==> config.mk <==
export PLATFORM = sky130hd
export DESIGN_NAME = uart_tx_sched
export DESIGN_NICKNAME = d
export VERILOG_FILES = /design/src/rtl/uart_tx_sched.sv
export SDC_FILE = /design/constraint.sdc
export NUM_CORES = 1
export LEC_CHECK = 0
export ABC_AREA = 1
export ABC_CLOCK_PERIOD_IN_PS = 5300
export CORE_ASPECT_RATIO = 2
export CORE_MARGIN = 1
export CORE_UTILIZATION = 50
export DETAILED_ROUTE_END_ITERATION = 12
export PLACE_DENSITY = 0.78
export REMOVE_ABC_BUFFERS = 1
export SYNTH_ARGS = -nofsm -noshare
export SYNTH_HDL_FRONTEND = slang
export SYNTH_SLANG_ARGS = --single-unit
==> constraint.sdc <==
create_clock -name clk -period 5.3 [get_ports clk]
set_input_delay 0.795 -clock clk [delete_from_list [all_inputs] [get_ports clk]]
set_output_delay 0.795 -clock clk [all_outputs]
set_load 0.05 [all_outputs]
==> src/rtl/uart_tx_sched.sv <==
// Round-robin scheduler sharing one UART transmitter between two requesters.
// Each grant becomes a 4-byte frame: header, data hi, data lo, checksum.
module uart_tx_sched #(
  parameter logic [7:0] HDR_BASE = 8'hA5
) (
  input  logic        clk,
  input  logic        rst_n,
  input  logic [1:0]  req,
  input  logic [15:0] data0,
  input  logic [15:0] data1,
  output logic [1:0]  gnt,
  input  logic        tx_done,
  output logic        trmt,
  output logic [7:0]  tx_data,
  output logic        busy,
  output logic        frame_done
);

  typedef enum logic [1:0] {
    IDLE,
    SEND,
    WAIT
  } state_t;

  state_t          state;
  logic [1:0]      byte_idx;
  logic            last_gnt;
  logic            tx_done_q;
  logic [3:0][7:0] frame_q;

  logic            win;
  logic [15:0]     win_data;
  logic [7:0]      hdr;
  logic [7:0]      csum;
  logic [3:0][7:0] frame_nxt;
  logic            done_rise;

  always_comb begin
    win = ~last_gnt;
    if (req == 2'b01) begin
      win = 1'b0;
    end else if (req == 2'b10) begin
      win = 1'b1;
    end
  end

  assign win_data  = win ? data1 : data0;
  assign hdr       = HDR_BASE + {7'd0, win};
  assign csum      = ~(hdr + win_data[15:8] + win_data[7:0]);
  assign frame_nxt = {csum, win_data[7:0], win_data[15:8], hdr};

  // a level left high by the previous byte must not count as completion
  assign done_rise = tx_done & ~tx_done_q;

  always_ff @(posedge clk or negedge rst_n) begin
    if (!rst_n) begin
      state      <= IDLE;
      gnt        <= 2'b00;
      trmt       <= 1'b0;
      tx_data    <= 8'h00;
      busy       <= 1'b0;
      frame_done <= 1'b0;
      byte_idx   <= 2'd0;
      last_gnt   <= 1'b1;
      tx_done_q  <= 1'b0;
      frame_q    <= '0;
    end else begin
      tx_done_q  <= tx_done;
      gnt        <= 2'b00;
      trmt       <= 1'b0;
      frame_done <= 1'b0;
      unique case (state)
        IDLE: begin
          if (|req) begin
            state    <= SEND;
            busy     <= 1'b1;
            gnt      <= win ? 2'b10 : 2'b01;
            last_gnt <= win;
            byte_idx <= 2'd0;
            frame_q  <= frame_nxt;
            trmt     <= 1'b1;
            tx_data  <= frame_nxt[0];
          end
        end
        SEND: begin
          state <= WAIT;
        end
        WAIT: begin
          if (done_rise) begin
            if (byte_idx == 2'd3) begin
              state      <= IDLE;
              busy       <= 1'b0;
              frame_done <= 1'b1;
            end else begin
              byte_idx <= byte_idx + 2'd1;
              state    <= SEND;
              trmt     <= 1'b1;
              tx_data  <= frame_q[byte_idx + 2'd1];
            end
          end
        end
        default: begin
          state <= IDLE;
          busy  <= 1'b0;
        end
      endcase
    end
  end

endmodule

==> metrics.cfg, run 1 <==
[setup_path]
critPathKind = in -> reg
path_max_fanout = 24
startpoint_type = input pin
critPathArrivalTime_ps = 4190
critPathRequiredTime_ps = 5550
r2r_cells = 15
timing.rr.end = frame_q[29]
cp-end-kind = flip-flop
r2r_slack_ps = 1900
reg2reg_from = last_gnt

[logic_synthesis]
synth_area_sq_um = 2560
async_reset_ff_frac = 1.00
synth.distinct_cells = 41
ys_seq_area_frac = 0.451
synthFlopType = dfrtp_1
synth_edf_count = 0
syn_avg_cell_area_sq_um = 8.49
synth-seq-cells = 46
synthesis.instances = 301
synth_warnings = 0

[sta]
skew_ps = 9.02
max_freq_mhz = 254
tightestPinTransition_ps = 998
setup_ws_ps = 1360
layout_worst_path_cycle_share = 0.743
period_needed_ps = 3940
rsz0062_at_grt = false
finalHoldViolCount = 0
max_slew_margin = 0.335
setup_viol = 0
drv_slew = 0
fin_tns_setup_ps = 0
whs_ps = 484

[cts]
clockRootBuffer = clkbuf_8
ctsHoldBuffers = 0
cts_max_path_buffers = 2
path_clk_slew_ps = 90
cts_tree = built
insertion_delay_ps = 310
cts.sinks = 46
postCtsSetupBuffers = 0
cts_resized = 0
numCtsBuffers = 5
htreeDepth = 2

[global_route]
grt_max_degree = 47
grt_use_total = 0.251
grt_pass1_vias = 2229
grt-ovfl-total = 0
grt_pass1_wl_um = 9770
antenna_found_initial = 0

[floorplan]
die_w_um = 52.6
initial_core_util = 0.521
die_height_um = 103
core-area_sq_um = 4910
ioPinCount = 50
die_area_sq_um = 5420
row_count = 36

[route]
route.detailed.drc = 0
routedWlPerCell_um = 13.8
via_count = 2185
dr.pass1.iters = 5
drt_iter0_drc = 50
viasPerCell = 5.34
drt.antenna.violating_nets = 0
route.final.wire_length_um = 5630

[layout]
final_common_cell = nand2_1
fill_cells = 419
layout-drive-gt1-share = 0.0625
final_cell_mix = 71 x nand2_1, 48 x clkdlybuf4s50_1, 45 x dfrtp_1
fin_util = 0.649
areaGrowthSynthToFinish_pct = 24.7
nNetsFinal = 403
n_antenna_cell = 0

[place]
place.port_buffers = 49
place_ws_ps = 1010
dp_hpwl_um = 4210
gp_congestion = 0.804

[outcome]
status = finished clean

[hold_path]
min_to = frame_q[31]
hold-path-cell-count = 2
hp-class = reg -> reg
hp-start = frame_q[31]

[job]
drv_cap = 0

[power_and_ir_drop]
cellLeakagePower_nw = 1.50
irDropWorstVdd_v = 0.000327
power_density_nw_per_um2 = 611

[synthesized netlist by cell type, types with 2 or more instances]
| cell | count | area [sq um] |
|---|---|---|
| fa_1 | 3 | 60.1 |
| nand3_1 | 12 | 60.1 |
| o21ai_0 | 24 | 120 |
| o211ai_1 | 2 | 15.0 |
| nand4_1 | 2 | 12.5 |
| a31oi_1 | 9 | 56.3 |
| clkinv_1 | 2 | 7.51 |
| o31ai_1 | 2 | 15.0 |
| a22oi_1 | 3 | 22.5 |
| nor2_1 | 20 | 75.1 |
| dfrtp_1 | 45 | 1130 |
| o21ai_1 | 8 | 40.0 |
| nand2_2 | 2 | 12.5 |
| nor3_1 | 2 | 10.0 |
| a21oi_1 | 11 | 55.1 |
| mux2i_1 | 6 | 60.1 |
| ha_1 | 12 | 150 |
| buf_2 | 5 | 25.0 |
| nand2_1 | 71 | 267 |
| inv_1 | 37 | 139 |
| a41oi_1 | 3 | 26.3 |
[critical path, cell delays in order]
cell	delay (ps)
clkdlybuf4s50_1	440
inv_1	70
nand2_1	80
nand2_2	70
buf_4	300
clkinv_1	380
nand2_1	150
nand2_1	100
fa_1	560
ha_1	190
inv_1	70
fa_1	410
o31ai_1	300
xnor2_1	150
nand2_1	60
nand2_1	60
[per-layer routing]
layer / GRT usage / up-vias / part of all wire
met3: 0.0487 / 13 / 0.032
met2: 0.423 / 61 / 0.56
li1: - / 1101 / -
met4: 0.162 / 0 / 0.032
met1: 0.280 / 1010 / 0.38
met5: 0 / - / 0
[worst max-delay path by stage]
stage                     startpoint     endpoint  slack [ps]  cells after the start
after floorplan               req[0]  frame_q[29]        1780                     14
after global placement        req[0]  frame_q[29]        1180                     16
after detailed placement      req[0]  frame_q[29]        1010                     16
after CTS                     req[0]  frame_q[29]        1340                     16
after global routing          req[0]  frame_q[29]        1010                     16
final                         req[0]  frame_q[29]        1360                     16
[registers in the layout, indices dropped and copies added, names as in the netlist]
name        flops
byte_idx        2
tx_data         8
state           2
frame_done      1
trmt            1
gnt             2
last_gnt        1
busy            1
tx_done_q       1
frame_q        27
[layout make-up]
type	count	area [sq um]	share of cell area
flip-flops and latches	46	1150	0.362
clock inverters	1	30.0	0.00942
well taps	57	71.3	0.0224
inverters	42	165	0.0518
multi-input cells	205	1190	0.374
repair buffers	51	500	0.157
clock buffers	7	76.3	0.0239
[through the flow]
stage	total power, mW	instance area [sq um]	std cells
global placement	1.67	3080	401
finish	1.95	3190	409
CTS	1.95	3190	409
detailed placement	1.69	3080	401
global route	2.12	3190	409
floorplan	1.37	2510	293
[kinds of logic (layout without fill, tap and decap cells)]
| group | Yosys count | in the layout | share of synthesized area |
|---|---|---|---|
| AND/OR/NAND/NOR | 114 | 114 | 0.196 |
| buffers and inverters | 50 | 101 | 0.0832 |
| flip-flops | 46 | 46 | 0.451 |
| multiplexers | 6 | 6 | 0.0235 |
| adder cells (fa/ha/maj) | 15 | 15 | 0.0822 |
| AO/OA/AOI/OAI | 68 | 68 | 0.157 |
| XOR/XNOR | 2 | 2 | 0.00685 |
[power breakdown]
| part | internal, mW | switching (mW) | total, mW |
|---|---|---|---|
| Clock | 0.141 | 0.118 | 0.260 |
| Sequential | 0.510 | 0.0905 | 0.600 |
| Combinational | 0.392 | 0.695 | 1.09 |
| Total | 1.04 | 0.904 | 1.95 |
Power figures use the tool's default switching activity.
==> inputs of run 2 (changes only) <==
--- a/config.mk
+++ b/config.mk
@@ -6,12 +6,12 @@
 export NUM_CORES = 1
 export LEC_CHECK = 0
 export ABC_AREA = 1
-export ABC_CLOCK_PERIOD_IN_PS = 5300
+export ABC_CLOCK_PERIOD_IN_PS = 3500
 export CORE_ASPECT_RATIO = 2
 export CORE_MARGIN = 1
-export CORE_UTILIZATION = 50
+export CORE_UTILIZATION = 47
 export DETAILED_ROUTE_END_ITERATION = 12
-export PLACE_DENSITY = 0.78
+export PLACE_DENSITY = 0.76
 export REMOVE_ABC_BUFFERS = 1
 export SYNTH_ARGS = -nofsm -noshare
 export SYNTH_HDL_FRONTEND = slang
==> constraint.sdc (replaced) <==
create_clock -name clk -period 3.5 [get_ports clk]
set_input_delay 0.525 -clock clk [delete_from_list [all_inputs] [get_ports clk]]
set_output_delay 0.525 -clock clk [all_outputs]
set_load 0.05 [all_outputs]
==> metrics.cfg, run 2 (synthesized netlist as in run 1, its figures left out) <==
[sta]
whs_ps = 381  ; -103 ps
drv_slew = 0  ; unchanged
fin_tns_setup_ps = 0  ; unchanged
rsz0062_at_grt = false
setup_viol = 0  ; unchanged
max_slew_margin = 0.328  ; -0.00651
tightestPinTransition_ps = 1010  ; +9.77 ps
max_freq_mhz = 316
period_needed_ps = 3170
layout_worst_path_cycle_share = 0.905
finalHoldViolCount = 0  ; unchanged
skew_ps = 3.67  ; -5.35 ps
setup_ws_ps = 333  ; -1030 ps

[global_route]
grt-ovfl-total = 0  ; unchanged
grt_pass1_vias = 2141  ; -3.9%
grtUsageMet1 = 0.273  ; -0.00693
grt_use_total = 0.234  ; -0.0172
grt_max_degree = 47  ; unchanged
met3_usage = 0.0358  ; -0.0129
antenna_found_initial = 0  ; unchanged
busiest_layer = met2
grt_pass1_wl_um = 9670  ; -1.1%
use_met2 = 0.399  ; -0.0236

[cts]
postCtsSetupBuffers = 0  ; unchanged
cts_tree = built
insertion_delay_ps = 300  ; about the same
cts.sinks = 46  ; unchanged
cts_resized = 0  ; unchanged
path_clk_slew_ps = 80  ; about the same
htreeDepth = 2  ; unchanged
cts_max_path_buffers = 2  ; unchanged
numCtsBuffers = 5  ; unchanged
clockRootBuffer = clkbuf_8
ctsHoldBuffers = 0  ; unchanged

[route]
drt.antenna.violating_nets = 0  ; unchanged
drt_iter0_drc = 57  ; +14%
dr.pass1.iters = 4  ; -1
viasPerCell = 5.38  ; +0.78%
route.detailed.drc = 0  ; unchanged
routedWlPerCell_um = 14.2  ; +3.3%
via_count = 2229  ; +2.0%
route.final.wire_length_um = 5890  ; +4.6%

[power_and_ir_drop]
p_comb_frac = 0.585  ; +0.027
cellLeakagePower_nw = 1.52  ; +1.0%
finalPower_mw = 2.95  ; +51%
seqPwrFrac = 0.299  ; -0.009
p_sw_mw = 1.40  ; +55%
swShare = 0.474  ; +0.00978
internal_power_mw = 1.55  ; +49%
irDropWorstVdd_v = 0.000538  ; +65%
clkPwrFrac = 0.117  ; -0.016
power_density_nw_per_um2 = 920  ; +51%

[setup_path]
path_cells = clkdlybuf4s50_1, inv_1, nand2_1, nand2_2, clkinv_1, nand2_1, nand2_1, fa_1, ha_1, inv_1, fa_1, o31ai_1, xnor2_1, nand2_1, nand2_1
critPathArrivalTime_ps = 3420  ; -770 ps
slowest_stage = fa_1
cp-end-kind = flip-flop
path_max_fanout = 8  ; -67%
startpoint_type = input pin
critPathRequiredTime_ps = 3750  ; -1800 ps
critPathKind = in -> reg
cpPeakStageDelay_ps = 540  ; -20 ps
critical_path.most_common_cell = nand2_1

[place]
place_ws_ps = 26.2  ; -988 ps
gp_congestion = 0.804  ; about the same
place.port_buffers = 49  ; unchanged
dp_hpwl_um = 4460  ; +6.0%

[outcome]
status = finished clean

[floorplan]
die_area_sq_um = 5760  ; +6.2%
die_w_um = 54.1  ; +3.0%
core-area_sq_um = 5180  ; +5.6%
die_height_um = 106  ; +3.1%
row_count = 37  ; +2.8%
initial_core_util = 0.493  ; -0.0276
ioPinCount = 50  ; unchanged

[layout]
top_regs = frame_q x27, tx_data x8
layout-drive-gt1-share = 0.0758  ; +0.0133
n_antenna_cell = 0  ; unchanged
ff_latch_area_sq_um = 1150  ; unchanged
final_cell_mix = 71 x nand2_1, 48 x clkdlybuf4s50_1, 45 x dfrtp_1
final_common_cell = nand2_1
areaGrowthSynthToFinish_pct = 25.3
top_register = frame_q
multi_input_area_sq_um = 1190  ; unchanged
largest_reg_flops = 27  ; unchanged
fill_cells = 483  ; +15%
nNetsFinal = 407  ; +0.99%

[job]
drv_cap = 0  ; unchanged

[hold_path]
hp-class = in -> async

-- run 2: changes by cell type in the layout (fill, tap and decap cells not counted) --
cell and delta:
bufinv_16 -1, buf_4 +4, clkbuf_8 +1, clkbuf_1 -1, clkinv_2 +1
-- run 2: area by class of cell --
class / count / share of cell area
tap: 58 / 0.0227
clock buffer: 7 / 0.0270
timing repair buffer: 55 / 0.166
sequential: 46 / 0.360
inverter: 42 / 0.0516
multi-input combinational: 205 / 0.372
clock inverter: 1 / 0.00156
-- run 2: critical path: cells and delay by family --
kind                     cells  cell delay (ps)
AO/OA/AOI/OAI                1              310
XOR/XNOR                     1              150
adder cells (fa/ha/maj)      3             1150
buffers and inverters        4              720
AND/OR/NAND/NOR              6              570
-- run 2: through the flow --
| step | cells | instance area (sq um) | utilization |
|---|---|---|---|
| floorplan | 293 | 2510 | - |
| finish | 414 | 3200 | 0.618 |
| detailed placement | 406 | 3110 | 0.600 |
| global placement | 406 | 3110 | 0.600 |
| global route | 414 | 3200 | 0.618 |
| CTS | 414 | 3200 | 0.618 |
-- run 2: worst paths after layout --
path | startpoint | end | slack [ps] | cells past startpoint
max in group asynchronous | rst_n | tx_done_q | 2490 | 1
setup reg to reg | last_gnt | frame_q[29] | 610 | 13
min in group clk | frame_q[5] | frame_q[5] | 480 | 1
hold / removal | rst_n | tx_data[5] | 380 | 1
hold reg to reg | frame_q[5] | frame_q[5] | 480 | 1
setup / recovery | req[0] | frame_q[29] | 330 | 15
-- run 2: power groups by stage --
stage | combinational (mW) | sequential (mW) | clock, mW
after floorplan | 0.999 | 1.08 | 0
after global placement | 1.68 | 0.885 | 0
after detailed placement | 1.71 | 0.892 | 0
after CTS | 1.72 | 0.882 | 0.350
after global routing | 1.91 | 0.908 | 0.374
final | 1.72 | 0.881 | 0.344
-- run 2: per-layer routing --
metal	wire length (um)	share of wire
met1	2320	0.39
met2	3300	0.56
met3	157	0.027
met4	109	0.019
met5	0	0
